**src/rtl/stim_pkg.sv**
```systemverilog
// Shared state encoding and table-entry layout for board_stim_seq.
// Entry, LSB first: gpio, key, sw, hold, then exp when STIM_CHECK_EN.
package stim_pkg;

    typedef enum logic [1:0] {
        S_IDLE = 2'd0,
        S_RSTP = 2'd1,
        S_PLAY = 2'd2,
        S_DONE = 2'd3
    } state_t;

`ifdef STIM_CHECK_EN
    localparam bit CHECK_EN = 1'b1;
`else
    localparam bit CHECK_EN = 1'b0;
`endif

    function automatic int off_key(
        input int gpio_w
    );
        return gpio_w;
    endfunction

    function automatic int off_sw(
        input int gpio_w,
        input int key_w
    );
        return gpio_w + key_w;
    endfunction

    function automatic int off_hold(
        input int gpio_w,
        input int key_w,
        input int sw_w
    );
        return gpio_w + key_w + sw_w;
    endfunction

    function automatic int off_exp(
        input int gpio_w,
        input int key_w,
        input int sw_w,
        input int hold_w
    );
        return gpio_w + key_w + sw_w + hold_w;
    endfunction

    function automatic int entry_w(
        input int gpio_w,
        input int key_w,
        input int sw_w,
        input int hold_w,
        input int obs_w
    );
        return off_exp(gpio_w, key_w, sw_w, hold_w)
             + (CHECK_EN ? obs_w : 0);
    endfunction

endpackage

```
**src/rtl/stim_table.sv**
```systemverilog
// Stimulus table: synchronous write, asynchronous read.
// Contents are deliberately left unreset.
module stim_table #(
    parameter int DEPTH = 16,
    parameter int EW    = 60
) (
    input  logic                     clk_i,
    input  logic                     we_i,
    input  logic [$clog2(DEPTH)-1:0] waddr_i,
    input  logic [EW-1:0]            wdata_i,
    input  logic [$clog2(DEPTH)-1:0] raddr_i,
    output logic [EW-1:0]            rdata_o
);

    logic [EW-1:0] mem_q [DEPTH];

    always_ff @(posedge clk_i) begin
        if (we_i) begin
            mem_q[waddr_i] <= wdata_i;
        end
    end

    assign rdata_o = mem_q[raddr_i];

endmodule

```
**src/rtl/board_stim_seq.sv**
```systemverilog
// Board stimulus sequencer: DUT reset pulse, then table playback.
// Define STIM_CHECK_EN to add OBS checking with MISCNT/MISIDX outputs.
module board_stim_seq
    import stim_pkg::*;
#(
    parameter int SW_W    = 10,
    parameter int KEY_W   = 2,
    parameter int GPIO_W  = 32,
    parameter int DEPTH   = 16,
    parameter int HOLD_W  = 16,
    parameter int RST_CYC = 2,
    parameter int OBS_W   = 5
) (
    input  logic                       CLK,
    input  logic                       RST,
    input  logic                       WE,
    input  logic [$clog2(DEPTH)-1:0]   WADDR,
    input  logic [entry_w(GPIO_W, KEY_W, SW_W,
                          HOLD_W, OBS_W)-1:0] WDATA,
    input  logic [$clog2(DEPTH):0]     LEN,
    input  logic                       LOOP,
    input  logic                       START,
    input  logic                       ABORT,
    input  logic [OBS_W-1:0]           OBS,
    output logic                       DUT_RST,
    output logic [SW_W-1:0]            SW,
    output logic [KEY_W-1:0]           KEY,
    output logic [GPIO_W-1:0]          GPIO,
    output logic                       BUSY,
    output logic                       DONE,
    output logic [$clog2(DEPTH)-1:0]   IDX
`ifdef STIM_CHECK_EN
    ,
    output logic [15:0]                MISCNT,
    output logic [$clog2(DEPTH)-1:0]   MISIDX
`endif
);

    localparam int IW    = $clog2(DEPTH);
    localparam int LW    = IW + 1;
    localparam int EW    = entry_w(GPIO_W, KEY_W, SW_W, HOLD_W, OBS_W);
    localparam int O_KEY = off_key(GPIO_W);
    localparam int O_SW  = off_sw(GPIO_W, KEY_W);
    localparam int O_HLD = off_hold(GPIO_W, KEY_W, SW_W);
    localparam int RCW   = (RST_CYC > 1) ? $clog2(RST_CYC) : 1;

    state_t            state_q;
    logic              dut_rst_q;
    logic              busy_q;
    logic              done_q;
    logic              loop_q;
    logic [SW_W-1:0]   sw_q;
    logic [KEY_W-1:0]  key_q;
    logic [GPIO_W-1:0] gpio_q;
    logic [IW-1:0]     idx_q;
    logic [IW-1:0]     idx_d;
    logic [LW-1:0]     len_q;
    logic [LW-1:0]     len_d;
    logic [HOLD_W-1:0] hold_q;
    logic [HOLD_W-1:0] hold_d;
    logic [RCW-1:0]    rcnt_q;
    logic [EW-1:0]     ent;
    logic [HOLD_W-1:0] ent_hold;
    logic              last;
    logic              we_ok;
    logic              start_ok;

`ifdef STIM_CHECK_EN
    localparam int O_EXP = off_exp(GPIO_W, KEY_W, SW_W, HOLD_W);
    logic [OBS_W-1:0] exp_q;
    logic [15:0]      miscnt_q;
    logic [IW-1:0]    misidx_q;
`else
    logic unused_obs;
    assign unused_obs = ^OBS;
`endif

    assign we_ok    = WE && (state_q == S_IDLE || state_q == S_DONE);
    assign start_ok = START && (LEN != '0);
    assign len_d    = (LEN > LW'(DEPTH)) ? LW'(DEPTH) : LEN;
    assign last     = ({1'b0, idx_q} == len_q - LW'(1));
    // The single read port always points at the entry to load next.
    assign idx_d    = (state_q == S_PLAY && !last) ? idx_q + IW'(1) : '0;
    assign ent_hold = ent[O_HLD +: HOLD_W];
    assign hold_d   = (ent_hold == '0) ? '0 : ent_hold - HOLD_W'(1);

    stim_table #(
        .DEPTH (DEPTH),
        .EW    (EW)
    ) u_table (
        .clk_i   (CLK),
        .we_i    (we_ok),
        .waddr_i (WADDR),
        .wdata_i (WDATA),
        .raddr_i (idx_d),
        .rdata_o (ent)
    );

    always_ff @(posedge CLK) begin
        if (!RST) begin
            state_q   <= S_IDLE;
            dut_rst_q <= 1'b0;
            busy_q    <= 1'b0;
            done_q    <= 1'b0;
            loop_q    <= 1'b0;
            len_q     <= '0;
            sw_q      <= '0;
            key_q     <= '0;
            gpio_q    <= '0;
            idx_q     <= '0;
            hold_q    <= '0;
            rcnt_q    <= '0;
`ifdef STIM_CHECK_EN
            exp_q     <= '0;
            miscnt_q  <= '0;
            misidx_q  <= '0;
`endif
        end else if (ABORT) begin
            state_q   <= S_IDLE;
            dut_rst_q <= 1'b0;
            busy_q    <= 1'b0;
            done_q    <= 1'b0;
            sw_q      <= '0;
            key_q     <= '0;
            gpio_q    <= '0;
            idx_q     <= '0;
            hold_q    <= '0;
        end else begin
            done_q <= 1'b0;
            unique case (state_q)
                S_IDLE, S_DONE: begin
                    if (start_ok) begin
                        state_q   <= S_RSTP;
                        len_q     <= len_d;
                        loop_q    <= LOOP;
                        rcnt_q    <= RCW'(RST_CYC - 1);
                        dut_rst_q <= 1'b1;
                        busy_q    <= 1'b1;
                        sw_q      <= '0;
                        key_q     <= '0;
                        gpio_q    <= '0;
                        idx_q     <= '0;
`ifdef STIM_CHECK_EN
                        miscnt_q  <= '0;
                        misidx_q  <= '0;
`endif
                    end
                end
                S_RSTP: begin
                    if (rcnt_q == '0) begin
                        state_q   <= S_PLAY;
                        dut_rst_q <= 1'b0;
                        sw_q      <= ent[O_SW +: SW_W];
                        key_q     <= ent[O_KEY +: KEY_W];
                        gpio_q    <= ent[GPIO_W-1:0];
                        hold_q    <= hold_d;
                        idx_q     <= idx_d;
`ifdef STIM_CHECK_EN
                        exp_q     <= ent[O_EXP +: OBS_W];
`endif
                    end else begin
                        rcnt_q <= rcnt_q - RCW'(1);
                    end
                end
                S_PLAY: begin
                    if (hold_q == '0) begin
`ifdef STIM_CHECK_EN
                        if (OBS != exp_q) begin
                            if (miscnt_q != 16'hFFFF)
                                miscnt_q <= miscnt_q + 16'd1;
                            if (miscnt_q == '0)
                                misidx_q <= idx_q;
                        end
`endif
                        if (last && !loop_q) begin
                            state_q <= S_DONE;
                            done_q  <= 1'b1;
                            busy_q  <= 1'b0;
                        end else begin
                            sw_q   <= ent[O_SW +: SW_W];
                            key_q  <= ent[O_KEY +: KEY_W];
                            gpio_q <= ent[GPIO_W-1:0];
                            hold_q <= hold_d;
                            idx_q  <= idx_d;
`ifdef STIM_CHECK_EN
                            exp_q  <= ent[O_EXP +: OBS_W];
`endif
                        end
                    end else begin
                        hold_q <= hold_q - HOLD_W'(1);
                    end
                end
                default: state_q <= S_IDLE;
            endcase
        end
    end

    assign DUT_RST = dut_rst_q;
    assign SW      = sw_q;
    assign KEY     = key_q;
    assign GPIO    = gpio_q;
    assign BUSY    = busy_q;
    assign DONE    = done_q;
    assign IDX     = idx_q;
`ifdef STIM_CHECK_EN
    assign MISCNT  = miscnt_q;
    assign MISIDX  = misidx_q;
`endif

endmodule

```
**config.mk**
```make
export PLATFORM = sky130hd
export DESIGN_NAME = board_stim_seq
export DESIGN_NICKNAME = d
export VERILOG_FILES = /design/src/rtl/stim_pkg.sv /design/src/rtl/stim_table.sv /design/src/rtl/board_stim_seq.sv
export SDC_FILE = /design/constraint.sdc
export NUM_CORES = 1
export LEC_CHECK = 0
export CAP_MARGIN = 30
export CORE_MARGIN = 1
export CORE_UTILIZATION = 57
export DETAILED_ROUTE_END_ITERATION = 10
export DONT_BUFFER_PORTS = 1
export PLACE_DENSITY_LB_ADDON = 0.3
export SLEW_MARGIN = 20
export SYNTH_ARGS = -nofsm -noshare
export SYNTH_HDL_FRONTEND = slang
export SYNTH_SLANG_ARGS = --single-unit
```
**constraint.sdc**
```tcl
create_clock -name CLK -period 5.7 [get_ports CLK]
set_clock_uncertainty 0.15 [all_clocks]
set_input_delay 0.855 -clock CLK [delete_from_list [all_inputs] [get_ports CLK]]
set_output_delay 0.855 -clock CLK [all_outputs]
set_load 0.005 [all_outputs]
```
Yosys cells after proc, flatten, opt, wreduce, memory -nomap -nowiden
Memory sizes are Yosys's and may differ from the RTL's.
Cells that the tools add are included.
{ "classes": {"n_addsub": 5, "order_cmp": 1, "eq_ne": 10, "n_mux": 43, "n_bitwise": 4, "n_reduce_logical": 24} }
{ "op_table": {"columns": ["cell", "n"], "rows": [
  ["32-bit 2-to-1 mux", 4],
  ["32-bit one-hot mux with 3 select lines", 1],
  ["16-bit 2-to-1 mux", 4],
  ["10-bit 2-to-1 mux", 4],
  ["16-bit zero test", 2],
  ["16-bit one-hot mux with 2 select lines", 1],
  ["16-bit by 1-bit subtractor with 16-bit output (second input constant)", 2],
  ["10-bit one-hot mux with 3 select lines", 1],
  ["4-bit 2-to-1 mux", 5],
  ["2-bit 2-to-1 mux", 8],
  ["2-bit one-hot mux with 3 select lines", 2],
  ["4-bit one-hot mux with 3 select lines", 1],
  ["3-bit AND reduction", 4],
  ["4-bit AND reduction", 3],
  ["1-bit 2-to-1 mux", 8],
  ["2-bit != test (second input constant)", 3],
  ["1-bit one-hot mux with 2 select lines", 3],
  ["2-bit nonzero test", 3],
  ["4-bit by 5-bit == test with 1-bit output", 1],
  ["5-bit greater-than comparator (second input constant)", 1],
  ["5-bit 2-to-1 mux", 1],
  ["5-bit nonzero test", 1],
  ["5-bit by 1-bit subtractor with 5-bit output (second input constant)", 1],
  ["4-bit by 1-bit adder with 4-bit output (second input constant)", 1],
  ["12 further kinds", 22]
]} }
{ "totals": {"register_bits": 76, "ramBits": 960, "output_inout_bits": 51, "wordCells": 100, "mem_count": 1} }
{ "memory_table": {"columns": ["name", "words", "word_bits", "read_ports", "rd_ports_with_merged_regs", "wr", "line_no", "text"], "rows": [
  ["u_table.mem_q", 16, 60, 1, 0, 1, "stim_table.sv:15", "logic [EW-1:0] mem_q [DEPTH];"]
]} }

Longest topological paths before layout
An unclocked memory read counts as a cell.
{ "depth": {"word_depth": 11, "depth_mapped": 17} }

Hierarchy
A second synthesis with hierarchy kept.
{ "unflattened": {"cells_unflattened": 1979, "hier_area_um2": 39859.5} }
{ "by_module_without_submodules": {"columns": ["module", "n_inst", "cells_per_inst", "area_each_um2"], "rows": [
  ["stim_table", 1, 1488, 35900.7],
  ["board_stim_seq", 1, 491, 3958.8]
]} }

Worst setup path before layout
No wires, ideal clock.
{ "synth_path": {"kind": "register to register", "from": "register state_q[0]", "to": "memory u_table.mem_q[0][0] (enable)", "setup_ps": 552, "t_arrival_ps": 5531, "slack_ps": -534, "path_stages_with_launch": 7, "path_buffers": 1, "period_less_slack_ps": 6234, "cell_sequence": "dfxtp_1 > inv_1 > ha_1 > buf_1 > nand2_1 > or3_1 > nor3_1"} }
{ "synth_between": {"elab_chain_cells": 5} }
{ "synth_lines": {"columns": ["element", "line_no", "text"], "rows": [
  ["from (decl)", "board_stim_seq.sv:47", "state_t state_q;"],
  ["from (signal assigned)", "board_stim_seq.sv:101", "state_q <= S_IDLE;"],
  ["from (signal assigned)", "board_stim_seq.sv:119", "state_q <= S_IDLE;"],
  ["from (signal assigned)", "board_stim_seq.sv:133", "state_q <= S_RSTP;"],
  ["2-bit == test or 2-bit zero test (tied branches)", "board_stim_seq.sv:78", "assign we_ok = WE && (state_q == S_IDLE || state_q == S_DONE);"],
  ["1-bit logical OR (*)", "board_stim_seq.sv:78", null],
  ["1-bit logical AND (*)", "board_stim_seq.sv:78", null],
  ["1-bit 2-to-1 mux (*)", "stim_table.sv:18", "if (we_i) begin"],
  ["1-bit 2-to-1 mux (not written as such) (*)", "stim_table.sv:19", "mem_q[waddr_i] <= wdata_i;"],
  ["to (decl)", "stim_table.sv:15", null]
]} }
Mark *: on every way between the ends. The rest lies on a longest branch, timed or not.

Worst setup path after layout
{ "layout_path": {"from": "register len_q[0]", "to": "register hold_q[10]"} }
{ "layout_between": {"elab_chain_cells": 11} }
{ "layout_lines": {"columns": ["element", "line_no", "text"], "rows": [
  ["from (decl)", "board_stim_seq.sv:57", "logic [LW-1:0] len_q;"],
  ["from (signal assigned)", "board_stim_seq.sv:134", "len_q <= len_d;"],
  ["5-bit by 1-bit subtractor with 5-bit output (*)", "board_stim_seq.sv:81", "assign last = ({1'b0, idx_q} == len_q - LW'(1));"],
  ["4-bit by 5-bit == test with 1-bit output (*)", "board_stim_seq.sv:81", null],
  ["1-bit zero test", "board_stim_seq.sv:83", "assign idx_d = (state_q == S_PLAY && !last) ? idx_q + IW'(1) : '0;"],
  ["1-bit logical AND", "board_stim_seq.sv:83", null],
  ["4-bit 2-to-1 mux", "board_stim_seq.sv:83", null],
  ["memory 16 x 60 bit", null, null],
  ["16-bit by 1-bit subtractor with 16-bit output or 16-bit zero test (tied branches)", "board_stim_seq.sv:85", "assign hold_d = (ent_hold == '0) ? '0 : ent_hold - HOLD_W'(1);"],
  ["16-bit 2-to-1 mux", "board_stim_seq.sv:85", null],
  ["16-bit 2-to-1 mux", "board_stim_seq.sv:175", "if (last && !loop_q) begin"],
  ["16-bit 2-to-1 mux", "board_stim_seq.sv:166", "if (hold_q == '0) begin"],
  ["16-bit one-hot mux with 2 select lines", "board_stim_seq.sv:130", "unique case (state_q)"],
  ["to (signal assigned)", "board_stim_seq.sv:156", "hold_q <= hold_d;"],
  ["to (signal assigned)", "board_stim_seq.sv:183", "hold_q <= hold_d;"],
  ["to (signal assigned)", "board_stim_seq.sv:190", "hold_q <= hold_q - HOLD_W'(1);"],
  ["to (decl)", "board_stim_seq.sv:59", "logic [HOLD_W-1:0] hold_q;"]
]} }
Mark *: on every way between the ends. The rest lies on a longest branch, timed or not. The select of a mux whose other input is x is not followed.
A chain may end at the register's enable or synchronous reset.

==> run metrics <==
status finished clean; die width roughly 270 um; final setup vio count 0; drt first pass iters 6; GR Overflow Total 0; flops & latches, synth 1036; Critical Path Start len_q[0]; Bufs and invs on worst path 3; cells along the critical path inv_1 -> ha_1 -> nor4bb_1 -> a22o_4 -> o211ai_4 -> buf_4 -> buf_4 -> o211ai_1 -> a221o_1 -> nand3b_4 -> nand3b_2 -> nor3_4 -> a21oi_2 -> nand2_1 -> a31oi_1; RSZ-0062 raised after global routing false; Worst Hold Class in -> reg; worst vdd ir about 0.00023 V; Cells after Synth 2876; critical setup path kind reg -> reg; Setup WS pre-CTS approximately 1 ns; Die Ht ~270 um; CTS tree built; crit path launch type flip-flop; CP max stage cell o211ai_4; CTS H-tree lvls 3; Initial Util between 50 and 60%; worst skew pair latency roughly 0.66 ns; layout cells sized above 1 between 10% and 20%; initial antenna violation count 0; Final Hold Fails 0; CTS sink count roughly 1.0k; clk buf depth 3; DR DRC count 0; fin crit share between 80% and 90%; drt initial violations around 3.0k; Seq/Total Area, Yosys about three quarters; Most common cell on crit path buf_4; GP Congestion 0.8329; largest net degree at the start of global routing between 100 and 150; worst path arrival time a little over 5 ns; Rel. slew slack between 30% and 40%; post-route minimum period 4.741 ns; setup TNS 0 ns; final hold slack roughly 0.14 ns; Crit path largest cell delay between 0.7 and 0.8 ns; DP HPWL 54250 um; Worst setup EP type flip-flop; ys async rst share 0%; Primary FF master, synth edfxtp_1; port bufs 0; vias roughly 26k; Tot GR Track Use 28.03%; IO Pins 131; Syn Nets 2964; post-route setup slack 0.9588 ns; slew at the pin closest to its max-slew limit 0.9779 ns; # diodes 0; hold_buf cts 0; Avg Synthesized Cell Area 14.36 sq um; Fillers ~5k; Max Slew Vio Count 0; root buffer cell clkbuf_16; global-route wire length before repair 154800 um; Syn. warnings 0; core area ~72000 sq um; Syn-to-layout area delta 11.58%; CP delay by family, top compound AO/OA/AOI/OAI gates; Critical Path Fanout Max 34; die footprint between 70000 and 80000 sq um; CTS clk-pin slew, worst paths about 0.070 ns; post-synth cell types 88; Avg WL per Cell roughly 27 um; static leakage about 0.015 uW; Hold Crit Start WDATA[19]; Setup Fix Bufs, Post-CTS 0; Post-Syn Area just over 40000 sq um; Post-synth EDFFs 960; Req. time, crit path between 6 and 7 ns; Post-Route WL 103600 um; cts repair resizes 0; FMAX 0.2109 GHz; reg-to-reg startpoint len_q[0]; row count 98; nets@finish between 2k and 3k; max_cap viols 0; Cell Pwr Density about 340 nW/um^2; post-route ant nets 0; Vias/cell ~6.6; vias in the first global route ~26k; total CTS buffers between 100 and 150
==> metrics by stage <==
| step | cells | instance area (sq um) | util (%) | total power (uW) |
|---|---|---|---|---|
| floorplan | 2876 | 41320 | - | 8838 |
| global placement | 3691 | 42510 | 59.37 | 8951 |
| detailed placement | 3696 | 42620 | 59.52 | 8972 |
| CTS | 3884 | 46030 | 64.28 | 15640 |
| global route | 3886 | 46080 | 64.35 | 15960 |
| finish | 3886 | 46080 | 64.35 | 15610 |
==> cell type report <==
class | count | area, sq um | share of cell area [%]
flip-flops and latches | 1036 | 30350 | 65.87
clock inverters | 57 | 630.6 | 1.368
multi-input cells | 1621 | 10240 | 22.23
clock buffers | 131 | 2775 | 6.022
inverters | 13 | 48.80 | 0.1059
well taps | 950 | 1189 | 2.579
repair buffers | 78 | 840.8 | 1.825
==> sequential cells by signal, indices dropped and copies added (netlist names) <==
signal	cells
state_q	2
u_table.mem_q	960
len_q	5
KEY	2
GPIO	32
rcnt_q	1
loop_q	1
DUT_RST	1
hold_q	16
IDX	4
DONE	1
BUSY	1
SW	10
==> routing by layer <==
| layer | wire length (um) | GRT usage [%] |
|---|---|---|
| met5 | 0 | 0 |
| met4 | 3148 | 10.60 |
| met3 | 10620 | 5.723 |
| met2 | 50060 | 45.74 |
| met1 | 39800 | 37.42 |
==> cell families (layout without fill, tap and decap cells) <==
| logic type | Yosys count | in the layout | synth area share [%] |
|---|---|---|---|
| compound gates | 719 | 719 | 12.08 |
| xor+xnor | 22 | 22 | 0.5029 |
| fa+ha+maj | 8 | 8 | 0.2424 |
| buf+inv | 219 | 279 | 2.293 |
| flops | 1036 | 1036 | 73.49 |
| mux | 71 | 71 | 2.699 |
| simple gates | 801 | 801 | 8.698 |
==> report_power, final <==
group          total (uW)  internal, uW  switching, uW
clock                6790          3990           2800
sequential           8440          8410           31.9
combinational         386           118            268
==> synthesized netlist by cell type, drive strengths merged (13+ instances only) <==
cell type | n | area [sq um]
o211ai | 15 | 131.4
a2bb2oi | 40 | 350.3
o21ai | 50 | 250.2
clkbuf | 144 | 540.5
nor3 | 36 | 212.7
buf | 62 | 357.8
and3 | 87 | 544.3
a21oi | 211 | 1082
nor2 | 184 | 705.7
a31oi | 97 | 606.8
a221oi | 103 | 927.1
edfxtp | 960 | 28830
mux2 | 13 | 146.4
nand3 | 28 | 157.7
mux2i | 27 | 270.3
inv | 13 | 48.80
mux4 | 31 | 698.2
a221o | 15 | 150.1
xnor2 | 13 | 121.4
a211oi | 133 | 1003
nor2b | 13 | 81.33
dfxtp | 76 | 1521
nand2 | 399 | 1498
==> final timing paths <==
path	endpoint	slack, ns	cells past startpoint
setup / recovery	hold_q[10]	0.96	15
hold / removal	u_table.mem_q[9][19]	0.14	0
setup reg to reg	hold_q[10]	0.96	15
hold reg to reg	hold_q[10]	0.36	2
==> placed cells by master, fill, tap and decap left out, drive strengths merged, types with 13 or more instances in the layout <==
cell type  instances
nand2            399
o211ai            15
mux2              13
mux2i             27
edfxtp           960
nor2             184
a2bb2oi           40
clkinv            35
a211oi           133
o21ai             50
dfxtp             76
nor3              36
a21oi            211
nor2b             13
and3              87
nand3             28
mux4              31
inv               16
clkbuf           131
a31oi             97
buf               78
xnor2             13
a221o             15
a221oi           103
No activity file was read; power rests on OpenSTA's default activity.
